===== config.mk =====
export PLATFORM = sky130hd
export DESIGN_NAME = div
export DESIGN_NICKNAME = d
export VERILOG_FILES = /design/src/rtl/div_pkg.sv /design/src/rtl/div_step.sv /design/src/rtl/div.sv
export SDC_FILE = /design/constraint.sdc
export NUM_CORES = 1
export LEC_CHECK = 0
export BUFFER_PORTS_ARGS = -buffer_cell sky130_fd_sc_hd__buf_4
export CELL_PAD_IN_SITES_DETAIL_PLACEMENT = 1
export CELL_PAD_IN_SITES_GLOBAL_PLACEMENT = 1
export CORE_AREA = 3 3 157 159
export DETAILED_ROUTE_END_ITERATION = 8
export DIE_AREA = 0 0 160 162
export PLACE_DENSITY_LB_ADDON = 0.15
export SYNTH_ARGS = -nofsm -noshare
export SYNTH_HDL_FRONTEND = slang
export SYNTH_SLANG_ARGS = --single-unit

===== constraint.sdc =====
create_clock -name clk -period 4.93 [get_ports clk]
set_input_delay 0 -clock clk [delete_from_list [all_inputs] [get_ports clk]]
set_output_delay 0 -clock clk [all_outputs]
set_load 0.01 [all_outputs]

===== src/rtl/div_pkg.sv =====
// Shared types and constants for the multi-cycle divider used by EX for DIV/DIVU.
package div_pkg;

  localparam int unsigned DIV_WIDTH = 32;

  // Divider sequencer states (encodings match the original defines)
  typedef enum logic [1:0] {
    DIV_FREE    = 2'b00,
    DIV_BY_ZERO = 2'b01,
    DIV_ON      = 2'b10,
    DIV_END     = 2'b11
  } div_state_e;

  localparam logic DIV_RESULT_READY     = 1'b1;
  localparam logic DIV_RESULT_NOT_READY = 1'b0;
  localparam logic DIV_START            = 1'b1;
  localparam logic DIV_STOP             = 1'b0;

  localparam logic [7:0] EXE_DIV_OP  = 8'b0001_1010;
  localparam logic [7:0] EXE_DIVU_OP = 8'b0001_1011;

endpackage


===== src/rtl/div_step.sv =====
// One radix-2 restoring iteration: trial-subtract the divisor from the partial
// remainder and shift in one quotient bit.
module div_step #(
  parameter int unsigned WIDTH = 32
) (
  input  logic [2*WIDTH:0] dvd,
  input  logic [WIDTH-1:0] dsr,
  output logic [2*WIDTH:0] dvd_next_c
);

  logic [WIDTH:0] diff;

  assign diff = {1'b0, dvd[2*WIDTH-1:WIDTH]} - {1'b0, dsr};

  // Borrow out means the divisor did not fit: restore by simply shifting
  assign dvd_next_c = diff[WIDTH] ? (dvd << 1)
                                  : {diff[WIDTH-1:0], dvd[WIDTH-1:0], 1'b1};

endmodule


===== src/rtl/div.sv =====
// Multi-cycle 32-bit signed/unsigned divider for DIV/DIVU; result_o carries
// {remainder, quotient} once ready_o is high.
module div
  import div_pkg::*;
#(
  parameter int unsigned WIDTH = DIV_WIDTH
) (
  input  logic               clk,
  input  logic               rst,
  input  logic               signed_div_i,
  input  logic [WIDTH-1:0]   opdata1_i,
  input  logic [WIDTH-1:0]   opdata2_i,
  input  logic               start_i,
  input  logic               annul_i,
  output logic [2*WIDTH-1:0] result_o,
  output logic               ready_o,
  output logic               busy_o
);

  localparam int unsigned CNT_W = $clog2(WIDTH + 1);
  localparam int unsigned DVD_W = 2 * WIDTH + 1;

  div_state_e         state, state_d;
  logic [CNT_W-1:0]   cnt, cnt_d;
  logic [DVD_W-1:0]   dvd, dvd_d, dvd_step;
  logic [WIDTH-1:0]   dsr, dsr_d;
  logic               q_neg, q_neg_d;
  logic               r_neg, r_neg_d;
  logic [2*WIDTH-1:0] result_d;
  logic               ready_d;
  logic               busy_d;

  logic [WIDTH-1:0]   op1_abs, op2_abs;
  logic [WIDTH-1:0]   quot, rem;

  // Magnitudes of the operands; the most negative value maps onto itself
  assign op1_abs = (signed_div_i && opdata1_i[WIDTH-1]) ? (~opdata1_i + WIDTH'(1)) : opdata1_i;
  assign op2_abs = (signed_div_i && opdata2_i[WIDTH-1]) ? (~opdata2_i + WIDTH'(1)) : opdata2_i;

  // Sign fix-up: quotient truncates toward zero, remainder follows the dividend
  assign quot = q_neg ? (~dvd[WIDTH-1:0] + WIDTH'(1)) : dvd[WIDTH-1:0];
  assign rem  = r_neg ? (~dvd[2*WIDTH:WIDTH+1] + WIDTH'(1)) : dvd[2*WIDTH:WIDTH+1];

  div_step #(.WIDTH(WIDTH)) u_step (
    .dvd        (dvd),
    .dsr        (dsr),
    .dvd_next_c (dvd_step)
  );

  always_ff @(posedge clk) begin
    if (!rst) begin
      state    <= DIV_FREE;
      cnt      <= '0;
      dvd      <= '0;
      dsr      <= '0;
      q_neg    <= 1'b0;
      r_neg    <= 1'b0;
      result_o <= '0;
      ready_o  <= DIV_RESULT_NOT_READY;
      busy_o   <= 1'b0;
    end else begin
      state    <= state_d;
      cnt      <= cnt_d;
      dvd      <= dvd_d;
      dsr      <= dsr_d;
      q_neg    <= q_neg_d;
      r_neg    <= r_neg_d;
      result_o <= result_d;
      ready_o  <= ready_d;
      busy_o   <= busy_d;
    end
  end

  always_comb begin
    state_d  = state;
    cnt_d    = cnt;
    dvd_d    = dvd;
    dsr_d    = dsr;
    q_neg_d  = q_neg;
    r_neg_d  = r_neg;
    result_d = result_o;
    ready_d  = ready_o;

    unique case (state)
      DIV_FREE: begin
        ready_d  = DIV_RESULT_NOT_READY;
        result_d = '0;
        if (start_i == DIV_START && !annul_i) begin
          if (opdata2_i == '0) begin
            state_d = DIV_BY_ZERO;
          end else begin
            state_d = DIV_ON;
            cnt_d   = '0;
            dvd_d   = {WIDTH'(0), op1_abs, 1'b0};
            dsr_d   = op2_abs;
            q_neg_d = signed_div_i & (opdata1_i[WIDTH-1] ^ opdata2_i[WIDTH-1]);
            r_neg_d = signed_div_i & opdata1_i[WIDTH-1];
          end
        end
      end

      // Division by zero is architecturally undefined; we return zero
      DIV_BY_ZERO: begin
        state_d  = DIV_END;
        result_d = '0;
        ready_d  = DIV_RESULT_READY;
      end

      DIV_ON: begin
        if (annul_i) begin
          state_d  = DIV_FREE;
          result_d = '0;
          ready_d  = DIV_RESULT_NOT_READY;
        end else if (cnt < CNT_W'(WIDTH)) begin
          dvd_d = dvd_step;
          cnt_d = cnt + CNT_W'(1);
        end else begin
          state_d  = DIV_END;
          result_d = {rem, quot};
          ready_d  = DIV_RESULT_READY;
        end
      end

      // Hold the result until EX releases start_i; flushes are not honoured here
      DIV_END: begin
        if (start_i == DIV_STOP) begin
          state_d  = DIV_FREE;
          result_d = '0;
          ready_d  = DIV_RESULT_NOT_READY;
        end
      end

      default: state_d = DIV_FREE;
    endcase

    busy_d = (state_d == DIV_BY_ZERO) || (state_d == DIV_ON);
  end

endmodule


==> results.json, run 1 <==
{
  "synth_commonest_cells": "dfxtp_1, nand2_1, nor2_1",
  "leakagePower_nw": 5.08,
  "cts_tree": "done",
  "detail-route-antenna-nets": 0,
  "fp.dieH_um": 162,
  "fmax_mhz": 270,
  "peakVddDrop_v": 0.000239,
  "worstHoldStart": "opdata1_i[12]",
  "final_util_pct": 56.2,
  "nets": 1619,
  "grt_max_degree": 69,
  "worstPathRequired_ns": 5.24,
  "drv_slew": 0,
  "crit_arrival_ns": 4.02,
  "reg2reg_depth": 8,
  "grt_pass1_wl_um": 59200,
  "seq_area_frac_synth_pct": 31.5,
  "grt_pass1_vias": 10900,
  "diodes": 0,
  "crit_start": "state[0]",
  "ys_warn_count": 0,
  "clockPowerShare_pct": 28.7,
  "cts_buffer_depth": 2,
  "rsz0062_at_grt": "no",
  "io_pins": 135,
  "yosys.cell_types.count": 71,
  "antenna_found_initial": 0,
  "async_reset_ff_share_pct": 0,
  "regToRegSetupSlack_ns": 1.22,
  "hold_viol": 0,
  "avgRoutedWirePerCell_um": 19.8,
  "clk_latency_ns": 0.44,
  "cts_max_level": 4,
  "r2r_end": "dvd[21]",
  "port-buffer-count": 134,
  "switchingPower_mw": 2.01,
  "die_w_um": 160,
  "setup_viol": 0,
  "fin_worst_hold_slack_ns": 0.00928,
  "grt.overflow.total": 0,
  "critPathLaunchType": "flip-flop",
  "rows": 56,
  "yosys-top-cells-area": "dfxtp_1, xnor2_1, xor2_1",
  "dr.first_iter.drc_count": 720,
  "wl_um": 36500,
  "finalSetupTns_ns": 0,
  "cap_violations": 0,
  "period_needed_ns": 3.71,
  "syn_nets": 1493,
  "clock_skew_ns": 0.0119,
  "grt_usage_pct": 27.8,
  "synth.most_common_cell": "dfxtp_1",
  "vias": 10900,
  "r2r-start": "state[0]",
  "intPower_mw": 2.87,
  "area_growth_pct": 19.6,
  "coreArea_um2": 23400,
  "status": "completed",
  "end_kind": "flip-flop",
  "power_switching_share_pct": 41.1,
  "hold_path.class": "primary input to flip-flop",
  "crit_fanout": 61,
  "cts.clk_slew.worst_paths_ns": 0.08,
  "synth_area_per_cell_um2": 7.97,
  "initial_core_util_pct": 47.0,
  "power_frac_seq_pct": 35.7,
  "gp_congestion": 0.924,
  "yosys.area.top_type_share_pct": 31.5,
  "vias_per_cell": 5.90,
  "crit_type": "flip-flop to flip-flop",
  "synth_seq_cells": 173,
  "clkSinkCount": 173,
  "total_power_mw": 4.87,
  "worstMarginPinSlew_ns": 1.27,
  "synth_edf_count": 0,
  "syn-cell-area_um2": 11000,
  "drive_gt1_share_pct": 15.5,
  "worstHoldEndpoint": "dvd[13]",
  "fin_crit_sh_pct": 75.2,
  "drtPass1Iterations": 5,
  "max_slew_margin_pct": 15.4,
  "dpl.hpwl_um": 25500,
  "netlist_instances": 1381,
  "cts_root_buffer": "clkbuf_16",
  "power.share.combinational_pct": 35.6,
  "synth_top_area_cell": "dfxtp_1",
  "numCtsBuffers": 17,
  "dieArea_um2": 25900,
  "drc": 0,
  "synth_ff_type": "dfxtp_1",
  "power_density_nw_per_um2": 370,
  "hold_depth": 5
}
## logic make-up (layout without fill, tap and decap cells)
group	Yosys count	in the layout	synth area share, %
and+or+nand+nor	447	447	19.5
AOI/OAI and AO/OA	412	412	24.6
DFF	173	173	31.5
xor gates and xnor gates	152	152	12.1
buffers and inverters	130	269	5.19
adders and majority gates	43	43	4.96
muxes	24	24	2.19
## stage by stage
step	std cells	instance area (µm²)	setup WS (ns)
6_report	1839	13200	1.22
5_1_grt	1839	13200	0.962
4_1_cts	1839	13200	1.24
3_5_place_dp	1763	12100	1.43
3_3_place_gp	1763	12100	1.61
2_1_floorplan	1381	11000	1.90
## power by group through the flow
stage                     Combinational (mW)  Sequential [mW]  Clock [mW]
final                                   1.73             1.74        1.40
after detailed placement                1.66             1.76           0
after global placement                  1.62             1.76           0
after global routing                    1.92             1.76        1.48
after floorplan                         1.35             1.68           0
after CTS                               1.72             1.73        1.42
## sequential cells by signal (all words and copies together), names as in the netlist
signal and count:
ready_o 1, result_o 64, q_neg 1, dvd 65, state 2, r_neg 1
cnt 6, dsr 32, busy_o 1
## layer usage
metal  vias up  global-route usage (%)  wire (µm)
met5         -                       0          0
met4         0                    7.22        686
met3        45                    3.16       1630
met2       269                    46.7      17500
met1      5356                    38.1      16700
li1       5181                       -          -
## what timing repair did
item | 4_1_cts | 5_1_grt
hold endpoints to repair | 48 | 0
hold buffers | 44 | 0
gates resized for setup | 0 | 0
buffers inserted | 0 | 0
## how the worst max path moves through the flow
stage,endpoint
final,dvd[21]
after global routing,dvd[21]
after CTS,dvd[21]
after detailed placement,dvd[62]
after global placement,dvd[61]
after floorplan,dvd[46]
## worst max-delay path, stage by stage (launching register included)
cell	delay (ns)
dfxtp_1	0.36
inv_1	0.12
ha_2	0.86
nor2b_1	0.40
nand2b_1	0.31
a21oi_4	0.82
nor2_8	0.25
a22oi_1	0.32
o21ai_1	0.11
## area by class of cell
type                       count  area [µm²]
clock buffer                  17         425
inverter                      52         196
multi-input combinational   1078        6980
clock inverter                15         194
tap                          319         399
fill                        2900       10200
timing repair buffer         185        1500
sequential                   173        3460
## cells in the final DEF (no fill, tap or decap), types with 7 or more instances in the layout
master         count
dfxtp_1          173
nand2_1          147
buf_4            141
nor2_1           131
o21ai_0          118
xnor2_1           83
xor2_1            69
a21oi_1           67
inv_1             51
dlygate4sd3_1     44
a22oi_1           43
ha_1              41
a211oi_1          33
o31ai_1           25
nand3_1           23
mux2i_1           23
o21ai_1           21
nand2_2           20
a21oi_2           20
nor3_1            19
clkbuf_16         17
o41ai_1           16
nand2b_1          14
or4_1             14
a21o_1            12
a32oi_1           11
nor2b_1           10
nand4_1           10
or3_1             10
and2_1             9
nor4_1             8
clkinv_8           7
Power figures use the tool's default switching activity.
==> run 2, diff against run 1 <==
--- a/config.mk
+++ b/config.mk
@@ -8,9 +8,9 @@
 export BUFFER_PORTS_ARGS = -buffer_cell sky130_fd_sc_hd__buf_4
 export CELL_PAD_IN_SITES_DETAIL_PLACEMENT = 1
 export CELL_PAD_IN_SITES_GLOBAL_PLACEMENT = 1
-export CORE_AREA = 3 3 157 159
+export CORE_AREA = 3 3 163 165
 export DETAILED_ROUTE_END_ITERATION = 8
-export DIE_AREA = 0 0 160 162
+export DIE_AREA = 0 0 166 168
 export PLACE_DENSITY_LB_ADDON = 0.15
 export SYNTH_ARGS = -nofsm -noshare
 export SYNTH_HDL_FRONTEND = slang
==> constraint.sdc (replaced) <==
create_clock -name clk -period 3.8 [get_ports clk]
set_input_delay 0 -clock clk [delete_from_list [all_inputs] [get_ports clk]]
set_output_delay 0 -clock clk [all_outputs]
set_load 0.01 [all_outputs]
==> run 2 against run 1 <==
Net effect: flip-flop and latch count stayed put; cell area grew 0.28%; register-to-register slack got worse by 0.92 ns; sequential share of layout area shrank 0.075 points; largest power group is now combinational cells; wire length shrank 2.4%; combinational power increased by 32%; clock power up 29%; clock skew is 0.0019 ns higher; utilization fell by 3.8 points.
==> results.json, run 2 (synthesized netlist as in run 1, its figures left out) <==
{
  "grt_pass1_vias": 10700,
  "peakVddDrop_v": 0.000296,
  "worstMarginPinSlew_ns": 1.15,
  "critPathLaunchType": "flip-flop",
  "worstHoldStart": "opdata2_i[29]",
  "reg2reg_depth": 9,
  "io_pins": 135,
  "dr.first_iter.drc_count": 685,
  "leakagePower_nw": 5.11,
  "hold_depth": 3,
  "nets": 1624,
  "crit_fanout": 6,
  "drtPass1Iterations": 5,
  "cts.clk_slew.worst_paths_ns": 0.07,
  "cts_tree": "done",
  "drv_slew": 0,
  "crit_arrival_ns": 3.80,
  "cts_buffer_depth": 2,
  "dpl.hpwl_um": 25600,
  "layout_common_cells": "dfxtp_1, nand2_1, buf_4",
  "grt_usage_pct": 25.0,
  "hold_path.class": "primary input to flip-flop",
  "dieArea_um2": 27900,
  "numCtsBuffers": 17,
  "grt.overflow.total": 0,
  "finalSetupTns_ns": 0,
  "regToRegSetupSlack_ns": 0.30,
  "die_w_um": 166,
  "area_growth_pct": 19.9,
  "drc": 0,
  "fmax_mhz": 286,
  "vias": 10600,
  "status": "completed",
  "clk_latency_ns": 0.44,
  "clock_skew_ns": 0.0138,
  "grt_max_degree": 65,
  "cts_root_buffer": "clkbuf_16",
  "r2r-start": "dvd[45]",
  "clkSinkCount": 173,
  "wl_um": 35600,
  "r2r_end": "dvd[54]",
  "fin_crit_sh_pct": 92.1,
  "vias_per_cell": 5.69,
  "final_common_cell": "dfxtp_1",
  "grt_pass1_wl_um": 57900,
  "power_density_nw_per_um2": 481,
  "final_area_um2": 13200,
  "avgRoutedWirePerCell_um": 19.2,
  "period_needed_ns": 3.50,
  "worstHoldEndpoint": "dsr[29]",
  "placed_area_um2": 12200,
  "port-buffer-count": 134,
  "worstPathRequired_ns": 4.10,
  "rsz0062_at_grt": "no",
  "post_cts.repair.setup_buffers": 0,
  "largest_reg_flops": 65,
  "setup_viol": 0,
  "cts_max_level": 4,
  "cap_violations": 0,
  "drive_gt1_share_pct": 15.9,
  "fp.dieH_um": 168,
  "diodes": 0,
  "antenna_found_initial": 0,
  "crit_type": "flip-flop to flip-flop",
  "max_slew_margin_pct": 23.4,
  "initial_core_util_pct": 43.7,
  "rows": 58,
  "reg.largest.list": "dvd: 65 flops, result_o: 64 flops, dsr: 32 flops",
  "gp_congestion": 0.831,
  "coreArea_um2": 25200,
  "top_register": "dvd",
  "end_kind": "flip-flop",
  "hold_viol": 0,
  "detail-route-antenna-nets": 0
}
run 2: changes by cell type in the layout (fill, tap and decap cells not counted), sizes merged:
cell and delta:
buf +7, inv +6, dlygate4sd3 -2, clkinv -7, bufinv +1
run 2: worst max path at each step:
stage | slack, ns | end | cells past startpoint | start
2_1_floorplan | 0.77 | dvd[46] | 13 | dvd[32]
6_report | 0.30 | dvd[54] | 9 | dvd[45]
3_3_place_gp | 0.36 | dvd[54] | 9 | dvd[45]
3_5_place_dp | 0.24 | dvd[54] | 9 | dvd[45]
5_1_grt | 0.06 | dvd[54] | 9 | dvd[45]
4_1_cts | 0.18 | dvd[54] | 9 | dvd[45]
run 2: area by class of cell:
class | instances | area [µm²]
Clock buffer | 17 | 425
Clock inverter | 15 | 170
Fill cell | 3041 | 12000
Inverter | 52 | 198
Multi-Input combinational cell | 1078 | 6980
Sequential cell | 173 | 3460
Tap cell | 330 | 413
Timing Repair Buffer | 190 | 1540
run 2: timing repair:
item | 4_1_cts | 5_1_grt
resized for setup | 0 | 1
hold endpoints to repair | 44 | 0
hold buffers | 42 | 0
endpoints found under the setup margin | 0 | 1
run 2: critical path: stages, from the launching register on:
cell       delay (ns)
dfxtp_1          0.44
ha_1             0.35
a21oi_1          0.30
nand2_1          0.12
a2111oi_1        0.67
a211oi_1         0.20
o21ai_0          0.22
mux2_2           0.35
a2111oi_0        0.63
o21ai_1          0.10
run 2: per-layer routing:
layer / global-route usage (%) / wire length [µm] / vias up
li1: - / - / 5176
met1: 35.5 / 17100 / 5142
met3: 3.40 / 1440 / 33
met2: 40.5 / 16400 / 211
met5: 0 / 0 / -
met4: 6.29 / 599 / 0
run 2: stage by stage:
step / setup WS, ns / instances / hold slack [ns] / power (mW) / utilization, %
floorplan: 0.767 / 1381 / 0.147 / 3.94 / -
global placement: 0.361 / 1781 / 0.277 / 4.42 / 48.4
detailed placement: 0.238 / 1781 / 0.289 / 4.49 / 48.4
CTS: 0.176 / 1855 / 0.00319 / 6.35 / 52.4
global route: 0.0577 / 1855 / 0.0266 / 6.72 / 52.4
finish: 0.300 / 1855 / 0.0104 / 6.34 / 52.4
run 2: power by group:
part           switching, mW  internal (mW)
Clock                  0.864          0.942
Combinational           1.43          0.854
Sequential             0.259           1.99
